File: src/rtl/mu0_pkg.sv
// Shared definitions for the parametrised MU0 core: opcodes, FSM states and
// the N/Z flag helper.
package mu0_pkg;

    localparam logic [3:0] OP_LDA = 4'h0;
    localparam logic [3:0] OP_STA = 4'h1;
    localparam logic [3:0] OP_ADD = 4'h2;
    localparam logic [3:0] OP_SUB = 4'h3;
    localparam logic [3:0] OP_JMP = 4'h4;
    localparam logic [3:0] OP_JGE = 4'h5;
    localparam logic [3:0] OP_JNE = 4'h6;
    localparam logic [3:0] OP_STP = 4'h7;

    typedef enum logic [1:0] {
        FETCH   = 2'd0,
        EXECUTE = 2'd1,
        HALT    = 2'd2
    } state_t;

    function automatic logic [1:0] nz_flags(input logic msb, input logic is_zero);
        return {msb, is_zero};
    endfunction

endpackage

File: src/rtl/mu0_alu.sv
// Width-generic accumulator datapath: pass, add or subtract memory data.
module mu0_alu
    import mu0_pkg::*;
#(
    parameter int DATA_W = 16
) (
    input  logic [3:0]        func,
    input  logic [DATA_W-1:0] a,
    input  logic [DATA_W-1:0] b,
    output logic [DATA_W-1:0] y
);

    always_comb begin
        y = a;
        case (func)
            OP_LDA:  y = b;
            OP_ADD:  y = a + b;
            OP_SUB:  y = a - b;
            default: y = a;
        endcase
    end

endmodule

File: src/rtl/mu0_param.sv
// Parametrised MU0 accumulator core: FETCH/EXECUTE/HALT control with a
// ready-handshake memory port and a restart input.
module mu0_param
    import mu0_pkg::*;
#(
    parameter int DATA_W = 16,
    localparam int ADDR_W = DATA_W - 4,
    parameter logic [ADDR_W-1:0] RESET_PC = '0
) (
    input  logic              clk,
    input  logic              rst_n,
    input  logic [DATA_W-1:0] data_in,
    input  logic              mem_ready,
    input  logic              go,
    output logic [DATA_W-1:0] data_out,
    output logic [ADDR_W-1:0] address,
    output logic              memory_read,
    output logic              memory_write,
    output logic              fetch,
    output logic              halted,
    output logic [DATA_W-1:0] acc,
    output logic [ADDR_W-1:0] pc,
    output logic [1:0]        flags
);

    state_t            state;
    logic [DATA_W-1:0] ir;
    logic [DATA_W-1:0] alu_y;
    logic [3:0]        func;
    logic [ADDR_W-1:0] operand;
    logic              mem_op;
    logic              sta_exec;
    logic              take_jump;

    assign func     = ir[DATA_W-1:DATA_W-4];
    assign operand  = ir[ADDR_W-1:0];
    assign mem_op   = (func[3:2] == 2'b00);
    assign sta_exec = (state == EXECUTE) && (func == OP_STA);

    assign take_jump = (func == OP_JMP) ||
                       ((func == OP_JGE) && !acc[DATA_W-1]) ||
                       ((func == OP_JNE) && (acc != '0));

    mu0_alu #(.DATA_W(DATA_W)) u_alu (
        .func (func),
        .a    (acc),
        .b    (data_in),
        .y    (alu_y)
    );

    // Enables are gated by rst_n so an access is abandoned the moment reset asserts.
    assign address      = (state == EXECUTE) ? operand : pc;
    assign memory_read  = rst_n && ((state == FETCH) ||
                          ((state == EXECUTE) && mem_op && (func != OP_STA)));
    assign memory_write = rst_n && sta_exec;
    assign data_out     = sta_exec ? acc : '0;
    assign fetch        = (state == FETCH);
    assign halted       = (state == HALT);
    assign flags        = nz_flags(acc[DATA_W-1], acc == '0);

    always_ff @(posedge clk or negedge rst_n) begin
        if (!rst_n) begin
            state <= FETCH;
            pc    <= RESET_PC;
            acc   <= '0;
            ir    <= '0;
        end else begin
            case (state)
                FETCH: begin
                    if (mem_ready) begin
                        ir    <= data_in;
                        pc    <= pc + 1'b1;
                        state <= EXECUTE;
                    end
                end
                EXECUTE: begin
                    if (mem_op) begin
                        if (mem_ready) begin
                            if (func != OP_STA) acc <= alu_y;
                            state <= FETCH;
                        end
                    end else begin
                        // Jumps only load pc here; the increment lives in FETCH.
                        if (take_jump) pc <= operand;
                        state <= (func == OP_STP) ? HALT : FETCH;
                    end
                end
                HALT: begin
                    if (go) state <= FETCH;
                end
                default: state <= FETCH;
            endcase
        end
    end

endmodule

File: config.mk
export PLATFORM = sky130hd
export DESIGN_NAME = mu0_param
export DESIGN_NICKNAME = d
export VERILOG_FILES = /design/src/rtl/mu0_pkg.sv /design/src/rtl/mu0_alu.sv /design/src/rtl/mu0_param.sv
export SDC_FILE = /design/constraint.sdc
export NUM_CORES = 1
export LEC_CHECK = 0
export CORE_AREA = 2 2 111 113
export DETAILED_ROUTE_END_ITERATION = 10
export DIE_AREA = 0 0 113 115
export PLACE_DENSITY_LB_ADDON = 0.08
export SLEW_MARGIN = 20
export SYNTH_ARGS = -nofsm -noshare
export SYNTH_HDL_FRONTEND = slang
export SYNTH_SLANG_ARGS = --single-unit
File: constraint.sdc
create_clock -name clk -period 6.33 [get_ports clk]
set_input_delay 1.266 -clock clk [delete_from_list [all_inputs] [get_ports clk]]
set_output_delay 1.266 -clock clk [all_outputs]
set_load 0.02 [all_outputs]
==> reports/metrics.csv, run 1 <==
metric,value,unit
VDD IR max,143,uV
vias in the first global route,3479,
synthesis warning total,0,
Post-Synthesis Cell Area,3480,um2
Critical Path AT,4.78,ns
Critical Path Fanout Max,5,
Tot GR Track Use,0.178,
Reg2Reg Setup Slack,2.72,ns
# DRC,8,
final worst slack,1.72,ns
Syn Nets,495,
syn_area_per_cell,7.62,um2
first-pass GRT wire length,18500,um
Die Area,13000,um2
met1 Use GR,0.246,
Ant. Diodes,0,
Cell Pwr Density,467,nW/um2
number of enable flip-flop cells after synthesis,0,
# clock sinks,46,
drt pass-1 iters,10,
routability cong.,0.837,
Period minus WS final,4.61,ns
Worst R2R Path Depth,11,
HPWL Detailed,8390,um
area grow syn2layout,30.8,%
IO Count,82,
grt met2 use,0.299,
die height,115,um
post-synthesis sequential area ratio,0.331,
Crit Reg-Reg Endpoint,acc[15],
area share of the largest cell type after synthesis,0.331,
starting DRC count in detailed routing,208,
Die W,113,um
"delay-heaviest family, CP",compound AO/OA/AOI/OAI gates,
Hold Crit Start,ir[10],
TritonCTS buffer count,5,
#FFs+latches synth,46,
setup TNS,0,ns
clock root buffer,clkbuf_16,
Async SR Flop Fraction,1.00,
total gr overflow,0,
fillers,1264,
fin nets,564,
Max Transition Viols Final,0,
Most Crowded Layer GR,met2,
failing checks,design-rule violations,
Via Count,3422,
hold path depth,2,
number of buffers added for setup after CTS,0,
dominant cell type by area after synthesis,dfrtp_1,
"most used cell, CP",a221oi_2,
Leak Pwr,0.00199,uW
CTS tree,done,
met3 Usage GRT,0.0264,
slew margin rel.,0.319,
CP max stage cell,clkdlybuf4s50_1,
worst-skew pair later-pin latency,0.29,ns
WL/cell,16.8,um
Worst Skew,0.00794,ns
WS Path Type,input pin to flip-flop,
IO Port Bufs,81,
drt via density,5.08,
pre-CTS setup slack,1.44,ns
Hold Path End,ir[10],
starting density of the core,0.295,
Setup crit end kind,flip-flop,
CP max stage delay,0.51,ns
Setup crit start kind,input pin,
unrepaired setup endpoints after global routing,no,
Antenna Nets Post-Route,0,
"Cell Chain, Critical Path",clkdlybuf4s50_1 > nor3_1 > nand3b_1 > or2_1 > o31ai_1 > xor2_1 > ha_1 > a21o_1 > a221oi_2 > o21ai_1 > a221oi_2 > xor2_2 > mux2i_1 > nand4_1,
max frequency,217,MHz
Multi-input gate area,2210,um2
layout cells sized above 1,0.0380,
Setup-failing EPs final,0,
worst hold path type,flip-flop to flip-flop,
largest cells by area after synthesis,"dfrtp_1 (33%), nand2_1 (13%), ha_1 (6.1%)",
routed wire length,11300,um
Floorplan Core Area,11800,um2
largest net degree at the start of global routing,34,
Clock H-tree levels,2,
Synth cell types,52,
ys flop type,dfrtp_1,
required time worst endpoint,6.50,ns
status,"complete, but fails checks",
WP buf/inv,1,
FF-to-FF Start,ir[15],
final hold vios,0,
"CTS clk-pin slew, worst paths",0.07,ns
post_cts resized,0,
"Core Util, Final",0.385,
initial antenna violation count,0,
row count,40,
Synth Instances,457,
Reg area,1150,um2
Max-Cap Viols,0,
actual slew at the worst max-slew pin,1.02,ns
Tcrit/Tclk final,0.729,
hold_buf cts,0,
Longest Clk Path Bufs,2,
## cell usage after synthesis (all sizes together), types with 2 or more instances
cell type / instances
a21oi: 39
buf: 2
o31ai: 5
nor3b: 3
nor2: 25
a32o: 2
nor4: 5
mux2i: 4
a31oi: 6
nand2: 117
nand2b: 6
ha: 17
a21o: 3
nand3b: 2
nand4: 4
o22ai: 3
nor3: 11
inv: 9
clkbuf: 20
or4: 2
and3: 13
a22o: 2
xor2: 6
dfrtp: 46
o21a: 3
xnor2: 15
o21ai: 30
and2: 21
nor2b: 3
a221oi: 3
nand3: 18
## worst max path at each step
stage	cells after the start	to	start	slack, ns
after global placement	14	acc[15]	data_in[4]	1.53
after CTS	14	acc[15]	data_in[4]	1.74
final	14	acc[15]	data_in[4]	1.72
after detailed placement	14	acc[15]	data_in[4]	1.44
after floorplan	11	acc[15]	data_in[10]	2.30
after global routing	14	acc[15]	data_in[4]	1.42
## worst min-delay path, delay by kind of cell, from the launching register on
kind	cells	cell delay (ns)
and+or+nand+nor	1	0.05
DFF	1	0.34
AOI/OAI and AO/OA	1	0.06
## power by group
part	switching [uW]	internal [uW]
Sequential	169	411
Clock	121	147
Combinational	713	564
Total	1000	1120
## cell families (layout without fill, tap and decap cells)
| family | after synthesis | in the layout | share of synthesized area |
|---|---|---|---|
| AO/OA/AOI/OAI | 103 | 103 | 0.182 |
| XOR/XNOR | 21 | 21 | 0.0550 |
| adder cells (fa/ha/maj) | 18 | 18 | 0.0668 |
| buffers and inverters | 31 | 101 | 0.0349 |
| flip-flops | 46 | 46 | 0.331 |
| multiplexers | 4 | 4 | 0.0115 |
| AND/OR/NAND/NOR | 234 | 234 | 0.319 |
## sequential cells by signal, indices dropped and copies added (netlist names)
name and count:
pc 12, state 2, ir 16, acc 16
## placed cells by master (no fill, tap or decap), drive strengths merged, types with 3 or more instances in the layout
cell type / Yosys / layout
nand2: 117 / 117
clkdlybuf4s50: 0 / 80
dfrtp: 46 / 46
a21oi: 39 / 39
o21ai: 30 / 30
nor2: 25 / 25
and2: 21 / 21
nand3: 18 / 18
ha: 17 / 17
xnor2: 15 / 15
and3: 13 / 13
nor3: 11 / 11
inv: 9 / 9
a31oi: 6 / 6
nand2b: 6 / 6
xor2: 6 / 6
nor4: 5 / 5
clkbuf: 20 / 5
o31ai: 5 / 5
mux2i: 4 / 4
nand4: 4 / 4
buf: 2 / 4
nor3b: 3 / 3
nor2b: 3 / 3
o22ai: 3 / 3
a21o: 3 / 3
o21a: 3 / 3
a221oi: 3 / 3
## cell type report
class,instances,share of cell area
tap,147,0.0404
clock buffer,5,0.0275
multi-input combinational,380,0.485
timing repair buffer,84,0.182
inverter,9,0.00742
sequential,46,0.253
clock inverter,3,0.00467
## per-layer routing
metal	wire length (um)	up-vias
li1	-	1731
met1	5210	1601
met2	5510	84
met3	486	6
met4	85	0
met5	0	-
## stage by stage
stage,instances,power [uW],instance area [um2],hold WS (ns)
floorplan,457,1370,3480,0.446
global placement,666,1850,4410,0.466
detailed placement,666,1860,4410,0.469
CTS,674,2140,4550,0.486
global route,674,2300,4550,0.515
finish,674,2130,4550,0.481
Note: power is estimated with default switching activity, not from simulation.
==> inputs of run 2 (changes only) <==
==> constraint.sdc (replaced) <==
create_clock -name clk -period 3.8 [get_ports clk]
set_input_delay 0.76 -clock clk [delete_from_list [all_inputs] [get_ports clk]]
set_output_delay 0.76 -clock clk [all_outputs]
set_load 0.02 [all_outputs]
==> run 2 against run 1 <==
  * The run still ends with design-rule violations left
  * Combinational power increased by 87%
  * Flip-flop and latch count unchanged
  * Clock skew decreased by 0.0017 ns
  * Critical path type unchanged
==> reports/metrics.csv, run 2 (synthesis gave the netlist of run 1 again) <==
metric,value,unit,change
Final Instance Area,5300,um2,was 4550 um2
Die W,113,um,unchanged
Antenna Nets Post-Route,0,,unchanged
layout cells sized above 1,0.209,,was 0.0380
routability cong.,0.866,,was 0.837
worst hold path type,input pin to asynchronous set/reset pin,,was flip-flop to flip-flop
Crit Reg-Reg Endpoint,acc[15],,unchanged
Sw Pwr,1740,uW,was 1000 uW
vias in the first global route,3818,,"was 3,479"
CTS tree,done,,unchanged
"CTS clk-pin slew, worst paths",0.07,ns,about the same
Period minus WS final,3.63,ns,
Critical Path Fanout Max,2,,was 5
total gr overflow,0,,unchanged
Setup crit end kind,flip-flop,,unchanged
Placed Instance Area,4760,um2,was 4410 um2
Tcrit/Tclk final,0.955,,
final worst slack,0.172,ns,was 1.72 ns
actual slew at the worst max-slew pin,0.973,ns,was 1.02 ns
die height,115,um,unchanged
Tot Pwr,3830,uW,was 2130 uW
unrepaired setup endpoints after global routing,no,,unchanged
largest net degree at the start of global routing,29,,was 34
TritonCTS buffer count,5,,unchanged
"Core Util, Final",0.449,,was 0.385
Floorplan Core Area,11800,um2,unchanged
fin nets,658,,was 564
Reg2Reg Setup Slack,0.37,ns,was 2.72 ns
initial antenna violation count,0,,unchanged
Setup-failing EPs final,0,,unchanged
Clock H-tree levels,2,,unchanged
starting DRC count in detailed routing,362,,was 208
Critical Path AT,3.85,ns,was 4.78 ns
Sw Ratio,0.454,,was 0.472
routed wire length,12800,um,"was 11,300 um"
FF-to-FF Start,ir[15],,unchanged
grt met2 use,0.333,,was 0.299
fillers,1193,,"was 1,264"
drt via density,5.04,,was 5.08
Tot GR Track Use,0.196,,was 0.178
final hold vios,0,,unchanged
failing checks,design-rule violations,,unchanged
"most used cell, CP",buf_4,,was a221oi_2
clock share of power,0.119,,was 0.126
Max-Cap Viols,0,,unchanged
status,"complete, but fails checks",,unchanged
power share of the sequential group,0.254,,was 0.273
slew margin rel.,0.352,,was 0.319
row count,40,,unchanged
IO Port Bufs,81,,unchanged
Leak Pwr,0.00251,uW,was 0.00199 uW
Die Area,13000,um2,unchanged
most frequent cells in the layout,"nand2_1 (115), buf_4 (97), clkdlybuf4s50_1 (69), dfrtp_1 (46), a21oi_1 (39)",,"was nand2_1 (116), clkdlybuf4s50_1 (80), dfrtp_1 (46), a21oi_1 (39), nor2_1 (25)"
pre-CTS setup slack,-0.491,ns,was 1.44 ns
Worst R2R Path Depth,12,,was 11
VDD IR max,226,uV,was 143 uV
WS Path Type,input pin to flip-flop,,unchanged
hold slack,0.270,ns,was 0.481 ns
hold_buf cts,0,,unchanged
# DRC,8,,unchanged
Max Transition Viols Final,0,,unchanged
required time worst endpoint,4.02,ns,was 6.50 ns
CP max stage delay,0.14,ns,was 0.51 ns
max frequency,276,MHz,
Cell Pwr Density,722,nW/um2,was 467 nW/um2
worst-skew pair later-pin latency,0.30,ns,was 0.29 ns
drt pass-1 iters,7,,was 10
top flop regs,"acc x16, ir x16, pc x12",,unchanged
Longest Clk Path Bufs,2,,unchanged
Worst Skew,0.00620,ns,was 0.00794 ns
met3 Usage GRT,0.0306,,was 0.0264
CP max stage cell,buf_4,,was clkdlybuf4s50_1
Setup crit start kind,input pin,,unchanged
first-pass GRT wire length,20000,um,"was 18,500 um"
area grow syn2layout,52.2,%,was 30.8%
clock root buffer,clkbuf_16,,unchanged
Most Crowded Layer GR,met2,,unchanged
Pint,2090,uW,was 1120 uW
HPWL Detailed,8740,um,was 8390 um
WL/cell,16.6,um,was 16.8 um
"most common cell after layout, fill and taps aside",nand2_1,,unchanged
Ant. Diodes,0,,unchanged
Multi-input gate area,2260,um2,was 2210 um2
# clock sinks,46,,unchanged
met1 Use GR,0.256,,was 0.246
IO Count,82,,unchanged
Reg area,1150,um2,unchanged
Via Count,3870,,"was 3,422"
Comb pwr share,0.627,,was 0.601
starting density of the core,0.295,,unchanged
==> run 2: power by group through the flow <==
stage / combinational [uW] / sequential (uW) / clock, uW
2_1_floorplan: 1240 / 1050 / 0
3_3_place_gp: 2300 / 975 / 0
3_5_place_dp: 2300 / 978 / 0
4_1_cts: 2370 / 971 / 464
5_1_grt: 2630 / 1020 / 495
6_report: 2400 / 971 / 457
==> run 2: layer usage <==
layer  routed length (um)  up-vias
met4                  308        0
met3                  525       17
met5                    0        -
met1                 5780     1841
met2                 6140       93
li1                     -     1919
==> run 2: per-stage QoR <==
stage               instances  setup TNS, ns
floorplan                 457              0
global placement          713         -0.567
detailed placement        713         -0.623
CTS                       765              0
global route              768              0
finish                    768              0
==> run 2: timing repair <==
action | in CTS | in global routing
gates resized for setup | 10 | 23
pin swaps | 10 | 16
endpoints found under the setup margin | 1 | 2
setup buffers | 44 | 3
gates cloned | 0 | 0
==> run 2: how the worst max path moves through the flow <==
stage                 from  endpoint  cells past startpoint
3_5_place_dp    data_in[4]   acc[15]                     14
3_3_place_gp    data_in[4]   acc[15]                     14
4_1_cts        data_in[10]   acc[15]                     14
5_1_grt         data_in[8]   acc[15]                     14
2_1_floorplan  data_in[10]   acc[15]                     11
6_report        data_in[1]    acc[1]                     26
==> run 2: critical path, delay by kind of cell <==
kind                   cells  cell delay (ns)
buffers and inverters     23             2.78
AO/OA/AOI/OAI              2             0.19
AND/OR/NAND/NOR            1             0.10
==> run 2: layout make-up <==
class | count | area share
clock buffers | 5 | 0.0236
multi-input cells | 380 | 0.427
clock inverters | 3 | 0.00401
repair buffers | 178 | 0.288
well taps | 147 | 0.0347
inverters | 9 | 0.00637
flip-flops and latches | 46 | 0.217
==> inputs of run 3 (changes only) <==
--- a/config.mk
+++ b/config.mk
@@ -8,6 +8,7 @@
 export CORE_AREA = 2 2 111 113
 export DETAILED_ROUTE_END_ITERATION = 10
 export DIE_AREA = 0 0 113 115
+export DONT_BUFFER_PORTS = 1
 export PLACE_DENSITY_LB_ADDON = 0.08
 export SLEW_MARGIN = 20
 export SYNTH_ARGS = -nofsm -noshare
==> run 3 against run 2 <==
  * The flow still finishes with violations (design-rule violations)
  * Largest cell class unchanged
  * Highest routed layer unchanged
  * Critical path depth decreased by 12
  * Via count decreased by 18%
  * Count of clock-buffer cells in the layout unchanged
  * Flip-flop and latch count did not move
  * Die area unchanged
  * Cell area shrank 28%
  * Critical path type unchanged
  * Power down 18%
  * Maximum frequency is 3.9% higher
==> reports/metrics.csv, run 3 (synthesis gave the netlist of run 1 again) <==
metric,value,unit,change
"CTS clk-pin slew, worst paths",0.08,ns,was 0.07 ns
max frequency,286,MHz,was 276 MHz
Tot GR Track Use,0.179,,was 0.196
status,"complete, but fails checks",,unchanged
Final Instance Area,3790,um2,was 5300 um2
setup TNS,0,ns,unchanged
clock root buffer,clkbuf_16,,unchanged
drt via density,5.32,,was 5.04
FF-to-FF Start,ir[15],,unchanged
drt pass-1 iters,7,,unchanged
slew margin rel.,0.322,,was 0.352
required time worst endpoint,3.97,ns,was 4.02 ns
Period minus WS final,3.49,ns,was 3.63 ns
starting density of the core,0.295,,unchanged
most frequent cells in the layout,"nand2_1 (116), dfrtp_1 (46), a21oi_1 (39), nor2_1 (25), and2_1 (21)",,"was nand2_1 (115), buf_4 (97), clkdlybuf4s50_1 (69), dfrtp_1 (46), a21oi_1 (39)"
WS Path Type,input pin to flip-flop,,unchanged
# clock sinks,46,,unchanged
Critical Path Fanout Max,5,,was 2
unrepaired setup endpoints after global routing,no,,unchanged
VDD IR max,320,uV,was 226 uV
die height,115,um,unchanged
first-pass GRT wire length,18100,um,"was 20,000 um"
fin nets,488,,was 658
Setup crit end kind,flip-flop,,unchanged
pre-CTS setup slack,-0.0490,ns,was -0.491 ns
TritonCTS buffer count,5,,unchanged
IO Port Bufs,0,,was 81
Tcrit/Tclk final,0.919,,was 0.955
initial antenna violation count,0,,unchanged
worst-skew pair later-pin latency,0.30,ns,about the same
worst hold path type,input pin to asynchronous set/reset pin,,unchanged
Cell Pwr Density,823,nW/um2,was 722 nW/um2
Setup-failing EPs final,0,,unchanged
Placed Instance Area,3640,um2,was 4760 um2
CTS tree,done,,unchanged
Antenna Nets Post-Route,0,,unchanged
IO Count,82,,unchanged
Critical Path AT,3.66,ns,was 3.85 ns
Reg area,1150,um2,unchanged
actual slew at the worst max-slew pin,1.01,ns,was 0.973 ns
Via Count,3181,,"was 3,870"
number of buffers added for setup after CTS,0,,was 44
top flop regs,"acc x16, ir x16, pc x12",,unchanged
final hold vios,0,,unchanged
largest net degree at the start of global routing,49,,was 29
Max-Cap Viols,0,,unchanged
routed wire length,11400,um,"was 12,800 um"
failing checks,design-rule violations,,unchanged
Ant. Diodes,0,,unchanged
area grow syn2layout,8.98,%,was 52.2%
Die Area,13000,um2,unchanged
routability cong.,0.792,,was 0.866
final worst slack,0.310,ns,was 0.172 ns
Max Transition Viols Final,0,,unchanged
Die W,113,um,unchanged
layout cells sized above 1,0.0554,,was 0.209
# DRC,8,,unchanged
Clock H-tree levels,2,,unchanged
starting DRC count in detailed routing,232,,was 362
Worst Skew,0.0100,ns,was 0.00620 ns
Worst Setup SP,data_in[1],,unchanged
Leak Pwr,0.00172,uW,was 0.00251 uW
fillers,1300,,"was 1,193"
Setup crit start kind,input pin,,unchanged
vias in the first global route,3081,,"was 3,818"
row count,40,,unchanged
HPWL Detailed,8370,um,was 8740 um
Floorplan Core Area,11800,um2,unchanged
total gr overflow,0,,unchanged
Multi-input gate area,2210,um2,was 2260 um2
"most common cell after layout, fill and taps aside",nand2_1,,unchanged
Longest Clk Path Bufs,2,,unchanged
WL/cell,19.1,um,was 16.6 um
## run 3: cell count changes in the layout (fill, tap and decap cells not counted), sizes merged
cell           delta
buf              -90
clkdlybuf4s50    -69
dlymetal6s2s      -6
clkbuf            -5
inv               +3
clkinv            -2
clkinvlp          -1
## run 3: timing repair
item                                    CTS  global route
resized for setup                         0             1
hold buffers                              0             0
endpoints found under the setup margin    0             1
## run 3: path summary, 6_finish.rpt
| path | endpoint | slack [ns] | cells past startpoint |
|---|---|---|---|
| worst min register to register | ir[10] | 0.48 | 2 |
| worst max-delay path | acc[15] | 0.31 | 14 |
| min in group clk | ir[10] | 0.48 | 2 |
| worst min-delay path | pc[5] | 0.15 | 0 |
| max in group asynchronous | acc[0] | 3.56 | 0 |
| worst max register to register | acc[15] | 0.47 | 12 |
## run 3: cell type report
| cell class | instances | share of cell area |
|---|---|---|
| tap | 147 | 0.0485 |
| sequential | 46 | 0.303 |
| clock inverter | 3 | 0.00692 |
| multi-input combinational | 380 | 0.584 |
| inverter | 9 | 0.00890 |
| timing repair buffer | 8 | 0.0158 |
| clock buffer | 5 | 0.0330 |
## run 3: worst max-delay path, stage by stage
cell	delay, ns
inv_1	0.06
ha_1	0.19
nand3b_1	0.14
or2_1	0.27
o31ai_2	0.20
xor2_1	0.20
ha_1	0.29
a21o_1	0.21
a221oi_2	0.30
o21ai_1	0.12
a221oi_2	0.35
xor2_2	0.22
mux2i_1	0.22
nand4_1	0.12
## run 3: per-stage QoR
stage          power (uW)   util  std cells  hold slack [ns]
2_1_floorplan        2280      -        457            0.446
3_3_place_gp         2670  0.308        590            0.465
3_5_place_dp         2670  0.308        590            0.466
4_1_cts              3160  0.321        598            0.139
5_1_grt              3400  0.321        598            0.128
6_report             3120  0.321        598            0.147
## run 3: where the power goes
group	internal (uW)	total, uW	leakage, uW	switching [uW]
clock network	252	475	0.0000752	223
registers	681	1170	0.000556	490
logic	570	1480	0.00109	907
total	1500	3120	0.00172	1620
## run 3: layer usage
layer  share of wire  vias up  track usage  routed length (um)
met5               0        -            0                   0
met4          0.0079        0       0.0366                  90
met3           0.053        6       0.0358                 606
met2            0.48       83        0.305                5510
met1            0.46     1516        0.238                5210
li1                -     1576            -                   -
